## config.mk

```make
export PLATFORM = sky130hd
export DESIGN_NAME = jt51_slot_wr
export DESIGN_NICKNAME = d
export VERILOG_FILES = /design/src/rtl/jt51_slot_wr.sv
export SDC_FILE = /design/constraint.sdc
export NUM_CORES = 1
export LEC_CHECK = 0
export BUFFER_PORTS_ARGS = -buffer_cell sky130_fd_sc_hd__buf_4
export CORE_UTILIZATION = 45
export CTS_BUF_LIST = sky130_fd_sc_hd__clkbuf_4
export CTS_CLUSTER_DIAMETER = 120
export DETAILED_ROUTE_END_ITERATION = 10
export GPL_TIMING_DRIVEN = 0
export PLACE_DENSITY = 0.69
export SYNTH_ARGS = -nofsm -noshare
export SYNTH_HDL_FRONTEND = slang
export SYNTH_SLANG_ARGS = --single-unit
export TNS_END_PERCENT = 10
```

## constraint.sdc

```tcl
create_clock -name clk -period 3.85 [get_ports clk]
set_clock_uncertainty 0.1 [all_clocks]
set_input_delay 0 -clock clk [delete_from_list [all_inputs] [get_ports clk]]
set_output_delay 0 -clock clk [all_outputs]
set_load 0.005 [all_outputs]
```

## src/rtl/jt51_slot_wr.sv

```systemverilog
// Write injector for a 32-slot shift ring: queues slot-addressed writes and merges each one into the ring data when its slot comes round.
// Optional readback port enabled by defining JT51_SLOT_RDBK_EN.
module jt51_slot_wr #(
  parameter int   WIDTH  = 5,
  parameter int   STAGES = 32,
  parameter int   DEPTH  = 4,
  parameter logic RSTVAL = 1'b0,
  localparam int  SW     = $clog2(STAGES)
) (
  input  logic             rst,
  input  logic             clk,
  input  logic             cen,
  input  logic             wr_req,
  input  logic [SW-1:0]    wr_slot,
  input  logic [WIDTH-1:0] wr_data,
  input  logic [WIDTH-1:0] wr_mask,
  input  logic [WIDTH-1:0] ring_in,
`ifdef JT51_SLOT_RDBK_EN
  input  logic             rd_req,
  input  logic [SW-1:0]    rd_slot,
  output logic [WIDTH-1:0] rd_data,
  output logic             rd_valid,
`endif
  output logic [WIDTH-1:0] ring_out,
  output logic [SW-1:0]    cur_slot,
  output logic             zero,
  output logic             full,
  output logic             empty,
  output logic             wr_done
);

  localparam int PW = $clog2(DEPTH);

  logic [SW-1:0]    r_slot;
  logic [PW-1:0]    r_wp;
  logic [PW-1:0]    r_rp;
  logic [PW:0]      r_cnt;
  logic             r_done;
  logic [SW-1:0]    r_q_slot [DEPTH];
  logic [WIDTH-1:0] r_q_data [DEPTH];
  logic [WIDTH-1:0] r_q_mask [DEPTH];

  logic             w_full;
  logic             w_empty;
  logic             w_push;
  logic             w_pop;
  logic             w_hit;
  logic [SW-1:0]    w_head_slot;
  logic [WIDTH-1:0] w_head_data;
  logic [WIDTH-1:0] w_head_mask;
  logic [WIDTH-1:0] w_ring_out;

  // Flags come from the registered count only, so a pop cannot open room for a push on the same edge.
  assign w_full      = (r_cnt == (PW+1)'(DEPTH));
  assign w_empty     = (r_cnt == '0);
  assign w_head_slot = r_q_slot[r_rp];
  assign w_head_data = r_q_data[r_rp];
  assign w_head_mask = r_q_mask[r_rp];
  assign w_hit       = !w_empty && (w_head_slot == r_slot) && !rst;
  assign w_push      = wr_req && !w_full;
  assign w_pop       = cen && w_hit;

  always_comb begin
    w_ring_out = ring_in;
    if (rst)
      w_ring_out = {WIDTH{RSTVAL}};
    else if (w_hit)
      w_ring_out = (ring_in & ~w_head_mask) | (w_head_data & w_head_mask);
  end

  always_ff @(posedge clk or posedge rst) begin
    if (rst) begin
      r_slot <= '0;
      r_wp   <= '0;
      r_rp   <= '0;
      r_cnt  <= '0;
      r_done <= 1'b0;
    end else begin
      if (cen)
        r_slot <= r_slot + 1'b1;
      if (w_push)
        r_wp <= r_wp + 1'b1;
      if (w_pop)
        r_rp <= r_rp + 1'b1;
      if (w_push && !w_pop)
        r_cnt <= r_cnt + 1'b1;
      else if (w_pop && !w_push)
        r_cnt <= r_cnt - 1'b1;
      r_done <= w_pop;
    end
  end

  // Queue storage needs no reset: the pointers and count decide what is valid.
  always_ff @(posedge clk) begin
    if (w_push) begin
      r_q_slot[r_wp] <= wr_slot;
      r_q_data[r_wp] <= wr_data;
      r_q_mask[r_wp] <= wr_mask;
    end
  end

`ifdef JT51_SLOT_RDBK_EN
  logic             r_rd_pend;
  logic [SW-1:0]    r_rd_slot;
  logic [WIDTH-1:0] r_rd_data;
  logic             r_rd_valid;

  // A read captures the post-merge value, so it reflects a write landing on the same edge.
  always_ff @(posedge clk or posedge rst) begin
    if (rst) begin
      r_rd_pend  <= 1'b0;
      r_rd_slot  <= '0;
      r_rd_data  <= {WIDTH{RSTVAL}};
      r_rd_valid <= 1'b0;
    end else if (rd_req && !r_rd_pend) begin
      r_rd_pend  <= 1'b1;
      r_rd_slot  <= rd_slot;
      r_rd_valid <= 1'b0;
    end else if (r_rd_pend && cen && (r_slot == r_rd_slot)) begin
      r_rd_pend  <= 1'b0;
      r_rd_data  <= w_ring_out;
      r_rd_valid <= 1'b1;
    end
  end

  assign rd_data  = r_rd_data;
  assign rd_valid = r_rd_valid;
`endif

  assign ring_out = w_ring_out;
  assign cur_slot = r_slot;
  assign zero     = (r_slot == '0);
  assign full     = w_full;
  assign empty    = w_empty;
  assign wr_done  = r_done;

endmodule

```

==> results.py, run 1 <==
metrics = {
    "floorplan": {
        "die_y_um": 84.3,
        "num_rows": 29,
        "ios": 38,
        "initial_utilization": 0.474,
        "core_area_um2": 6420,
        "die-area_um2": 7100,
        "die_w_um": 84.3,
    },
    "pwr": {
        "leakage_nw": 1.36,
        "vdd_ir_drop_max_uv": 283,
        "power.density_nw_per_um2": 629,
    },
    "route": {
        "drt-wirelength-per-cell_um": 16.7,
        "first_iter_violations": 76,
        "wirelength_mm": 5.29,
        "drc": 9,
        "ant_nets": 0,
        "vias_per_cell": 5.21,
        "vias": 1645,
        "first_pass_iters": 7,
    },
    "global_routing": {
        "grtUsageTotal": 0.167,
        "gr-total-overflow": 0,
        "grt_max_degree": 23,
        "grt_pass1_vias": 1649,
        "antenna_found_initial": 0,
        "grt_pass1_wl_mm": 8.51,
    },
    "timing": {
        "rsz0062_at_grt": "false",
        "fin_crit_sh": 0.760,
        "period_needed_ns": 2.93,
        "tns_ns": 0,
        "drv_slew": 0,
        "finalHoldViolCount": 0,
        "fmax_ghz": 0.342,
        "worst_pin_slew_ns": 1.09,
        "finalSetupViolCount": 0,
        "slew_headroom": 0.276,
    },
    "setup_path": {
        "end_kind": "register",
        "cp.arrival_ns": 3.13,
        "worstPathRequired_ns": 4.06,
        "critical_path_class": "reg -> reg",
        "critPathMaxFanout": 7,
        "cp-start-kind": "register",
    },
    "finish": {
        "drive_gt1_frac": 0.280,
        "nFillCells": 505,
        "syn2layout_area_growth_pct": 23.0,
        "register_area_um2": 2130,
        "antenna_cells": 0,
        "finalNetCount": 266,
        "fin_util": 0.583,
        "multiInputGateArea_um2": 851,
    },
    "clock_tree": {
        "cts_resized": 0,
        "cts_tree": "done",
        "htreeDepth": 3,
        "worstSkewPairLatency_ns": 0.41,
        "cts_root_buf": "clkbuf_4",
        "ctsLongestPathBuffers": 2,
        "numCtsBuffers": 9,
        "cts.clk_slew.worst_paths_ns": 0.12,
        "cts.sinks": 73,
    },
    "synth": {
        "ys_seq_area_frac": 0.699,
        "synth_area_leaders": "edfxtp_1 59%, dfrtp_1 11%, mux4_2 8.1%",
        "netlist_area_um2": 3040,
        "syn_area_per_cell_um2": 17.9,
        "synth_warnings": 0,
        "netlist_instances": 170,
        "synth_top_cell_by_area": "edfxtp_1",
        "synth.distinct_cells": 26,
        "mappedNetlistNets": 202,
        "ys_ff_latch": 73,
        "yosysTopAreaCellShare": 0.592,
    },
    "run_status": {
        "status": "finished, violations left",
        "violations": "DRC",
    },
    "hold_path": {
        "hold_class": "in -> reg",
    },
    "placement": {
        "routabilityCongestion": 0.670,
        "hpwl_mm": 3.43,
        "numPortBuffers": 36,
    },
    "run": {
        "maxCapViolCount": 0,
    },
}
registers in the layout (all words and copies together) (netlist names):
register and flops:
r_rp 2, r_q_data 20, r_cnt 3, wr_done 1, r_q_slot 20, r_q_mask 20
cur_slot 5, r_wp 2
logic make-up after synthesis:
group	Yosys count	share of synthesized area
XOR/XNOR	15	0.0456
AO/OA/AOI/OAI	12	0.0280
buffers and inverters	15	0.0218
adder cells (fa/ha/maj)	8	0.0353
AND/OR/NAND/NOR	31	0.0510
flip-flops	73	0.699
multiplexers	16	0.120
metal layers:
layer  wire length (um)  GRT usage  share of wire  vias up
li1                   -          -              -      787
met1               2320      0.209           0.44      808
met2               2670      0.274           0.50       42
met3                210     0.0442          0.040        8
met4                 87     0.0784          0.016        0
met5                  0          0              0        -
cell usage after synthesis:
cell type,number
edfxtp_1,60
o21ai_0,2
inv_1,7
o211ai_1,5
buf_6,1
xnor2_2,1
mux2_2,1
nor4b_1,1
xnor2_1,9
nor2b_1,1
nor2_1,3
xor2_1,5
mux4_2,11
nand3_1,6
nand4_1,3
clkbuf_1,5
nor3_1,2
and2_1,4
dfrtp_1,13
ha_1,7
nand2_1,10
o31ai_1,5
buf_2,2
fa_1,1
mux4_1,4
nor3b_1,1
worst max-delay path, stage by stage (launching register included):
cell      delay [ns]
dfrtp_1         0.35
clkbuf_1        0.33
mux4_2          0.40
xnor2_2         0.32
nand3_1         0.12
nor2_1          0.21
inv_1           0.07
ha_1            0.20
inv_1           0.07
fa_1            0.40
mux2_2          0.26
where the power goes:
part | internal (W) | switching [W] | total [W]
sequential | 0.00106 | 0.000106 | 0.00116
combinational | 0.000332 | 0.000334 | 0.000665
clock | 0.000262 | 0.000267 | 0.000529
final cells by class:
cell class | instances | share of cell area
sequential | 73 | 0.568
tap | 77 | 0.0257
multi-input combinational | 82 | 0.227
buffer | 8 | 0.0107
clock inverter | 7 | 0.0254
timing repair buffer | 53 | 0.118
clock buffer | 9 | 0.0180
inverter | 7 | 0.00702
placed cells by master, fill, tap and decap left out, types with 6 or more instances in the layout:
| cell | synthesis | final |
|---|---|---|
| edfxtp_1 | 60 | 60 |
| xnor2_1 | 9 | 9 |
| nand3_1 | 6 | 6 |
| ha_1 | 7 | 7 |
| buf_4 | 0 | 36 |
| clkbuf_4 | 0 | 9 |
| mux4_2 | 11 | 11 |
| nand2_1 | 10 | 10 |
| inv_1 | 7 | 7 |
| dfrtp_1 | 13 | 13 |
| dlygate4sd3_1 | 0 | 17 |
repair_timing:
action                                 4_1_cts  5_1_grt
setup endpoints to repair                    0        0
endpoints found under the hold margin       81        0
buffers inserted                             0        0
hold buffers                                17        0
worst paths after layout:
path | startpoint | slack, ns | endpoint | depth (start not counted)
min | wr_req | 0.09 | r_wp[0]$_DFFE_PP0P_ | 4
max in group asynchronous | rst | 2.61 | r_wp[0]$_DFFE_PP0P_ | 4
min in group asynchronous | rst | 0.40 | cur_slot[2]$_DFFE_PP0P_ | 4
max reg2reg | r_rp[1]$_DFFE_PP0P_ | 0.92 | r_cnt[1]$_DFFE_PP0P_ | 10
max | r_rp[1]$_DFFE_PP0P_ | 0.92 | r_cnt[1]$_DFFE_PP0P_ | 10
min reg2reg | r_cnt[2]$_DFFE_PP0P_ | 0.40 | r_cnt[2]$_DFFE_PP0P_ | 1
per-stage QoR:
step           instance area (um2)  cells  hold slack [ns]  setup slack, ns  total power, W
3_3_place_gp                  3410    283            0.102            0.952         0.00182
5_1_grt                       3740    316           0.0906            0.660         0.00250
6_report                      3740    316           0.0917            0.925         0.00236
3_5_place_dp                  3410    283            0.105            0.922         0.00185
4_1_cts                       3740    316           0.0556            0.908         0.00239
2_1_floorplan                 3040    170         -0.00113             1.16         0.00161
No activity file was read; power rests on OpenSTA's default activity.
==> run 2, diff against run 1 <==
- clock period: 3.85 -> 2.8 ns (I/O delays scaled with it)
==> run 2 against run 1 <==
The flow still finishes with violations (DRC). Non-clock buffer count grew 3. Hold slack gained 0.041 ns. Critical path depth is the same. Cell count grew 0.95%. Critical endpoint unchanged. Largest cell class unchanged.
==> results.py, run 2 (synthesis results as in run 1) <==
metrics = {
    "run_status": {
        "status": "finished, violations left",
        "violations": "DRC",
    },
    "route": {
        "first_iter_violations": 78,
        "vias": 1638,
        "ant_nets": 0,
        "drc": 9,
        "vias_per_cell": 5.13,
        "first_pass_iters": 7,
        "drt-wirelength-per-cell_um": 16.9,
        "wirelength_mm": 5.40,
    },
    "pwr": {
        "leakage_nw": 1.37,
        "vdd_ir_drop_max_uv": 390,
        "finalPower_w": 0.00332,
        "power.density_nw_per_um2": 876,
    },
    "timing": {
        "finalHoldViolCount": 0,
        "whs_ns": 0.132,
        "finalSetupViolCount": 0,
        "rsz0062_at_grt": "true",
        "drv_slew": 0,
        "tns_ns": 0,
        "period_needed_ns": 2.75,
        "slew_headroom": 0.259,
        "fin_crit_sh": 0.981,
        "fmax_ghz": 0.364,
        "worst_pin_slew_ns": 1.11,
    },
    "finish": {
        "antenna_cells": 0,
        "multiInputGateArea_um2": 870,
        "drive_gt1_frac": 0.318,
        "final_cell_mix": "60 x edfxtp_1, 40 x buf_4, 17 x dlygate4sd3_1, 13 x mux4_2, 13 x dfrtp_1",
        "syn2layout_area_growth_pct": 24.5,
        "final_common_cell": "edfxtp_1",
        "finalNonFillerCells": 319,
        "nFillCells": 502,
        "register_area_um2": 2130,
        "reg.largest.list": "r_q_data x20, r_q_mask x20, r_q_slot x20",
        "final_area_um2": 3790,
        "finalNetCount": 269,
    },
    "clock_tree": {
        "cts_root_buf": "clkbuf_4",
        "worstSkewPairLatency_ns": 0.41,
        "htreeDepth": 3,
        "ctsLongestPathBuffers": 2,
        "cts.clk_slew.worst_paths_ns": 0.12,
        "cts.sinks": 73,
        "numCtsBuffers": 9,
        "cts_tree": "done",
    },
    "setup_path": {
        "cp-start-kind": "register",
        "critical_path_class": "reg -> reg",
        "critPathMaxFanout": 7,
        "end_kind": "register",
        "cp.arrival_ns": 2.96,
        "worstPathRequired_ns": 3.01,
    },
    "global_routing": {
        "grt_max_degree": 23,
        "gr-total-overflow": 0,
        "antenna_found_initial": 0,
        "grt_pass1_vias": 1658,
        "grt_pass1_wl_mm": 8.56,
        "grtUsageTotal": 0.168,
    },
    "floorplan": {
        "initial_utilization": 0.474,
        "die_w_um": 84.3,
        "die_y_um": 84.3,
        "ios": 38,
        "num_rows": 29,
        "die-area_um2": 7100,
        "core_area_um2": 6420,
    },
    "placement": {
        "numPortBuffers": 36,
        "postPlaceCellArea_um2": 3410,
        "dpl.cell_count": 283,
        "hpwl_mm": 3.43,
        "routabilityCongestion": 0.670,
    },
    "run": {
        "maxCapViolCount": 0,
    },
    "hold_path": {
        "hold_class": "in -> reg",
    },
}
-- run 2: final cells by class --
class / instances / share of cell area
Buffer: 7 / 0.00958
Clock buffer: 9 / 0.0178
Clock inverter: 7 / 0.0251
Inverter: 7 / 0.00694
Multi-Input combinational cell: 82 / 0.230
Sequential cell: 73 / 0.561
Tap cell: 77 / 0.0254
Timing Repair Buffer: 57 / 0.124
-- run 2: critical path, cell delays in order, from the launching register on --
cell and delay, ns:
dfrtp_1 0.37, buf_6 0.15, mux4_2 0.53, xnor2_1 0.16, nand4_1 0.18, nor2_2 0.19, inv_2 0.07, ha_4 0.16
inv_2 0.05, fa_1 0.40, mux2_2 0.26
-- run 2: what timing repair did --
item,in CTS,in global routing
hold buffers,17,0
hold endpoints to repair,80,0
setup endpoints to repair,1,2
pin swaps,3,4
gates resized for setup,4,4
setup buffers,2,2
-- run 2: routing by layer --
layer  vias up  GRT usage  share of wire
met1       805      0.210           0.45
met4         0     0.0784          0.015
met3         6     0.0442          0.036
met2        35      0.277           0.50
li1        792          -              -
met5         -          0              0
-- run 2: worst paths after layout --
| kind | start | endpoint | slack (ns) | cells after the start |
|---|---|---|---|---|
| max | r_rp[0]$_DFFE_PP0P_ | r_cnt[1]$_DFFE_PP0P_ | 0.05 | 10 |
| min in group asynchronous | rst | cur_slot[1]$_DFFE_PP0P_ | 0.41 | 4 |
| min reg2reg | r_cnt[2]$_DFFE_PP0P_ | r_cnt[2]$_DFFE_PP0P_ | 0.40 | 1 |
| max in group asynchronous | rst | r_wp[1]$_DFFE_PP0P_ | 1.53 | 4 |
| min | wr_req | r_wp[0]$_DFFE_PP0P_ | 0.13 | 4 |
| max reg2reg | r_rp[0]$_DFFE_PP0P_ | r_cnt[1]$_DFFE_PP0P_ | 0.05 | 10 |
-- run 2: where the power goes --
part           switching (W)  internal, W
Combinational       0.000474     0.000508
Clock               0.000369     0.000360
Sequential          0.000155      0.00145
Total               0.000998      0.00232
-- run 2: stage by stage --
stage               utilization  setup WS [ns]
global route              0.590         -0.102
floorplan                     -          0.113
CTS                       0.586         0.0500
global placement          0.531        -0.0982
detailed placement        0.531         -0.128
finish                    0.590         0.0523
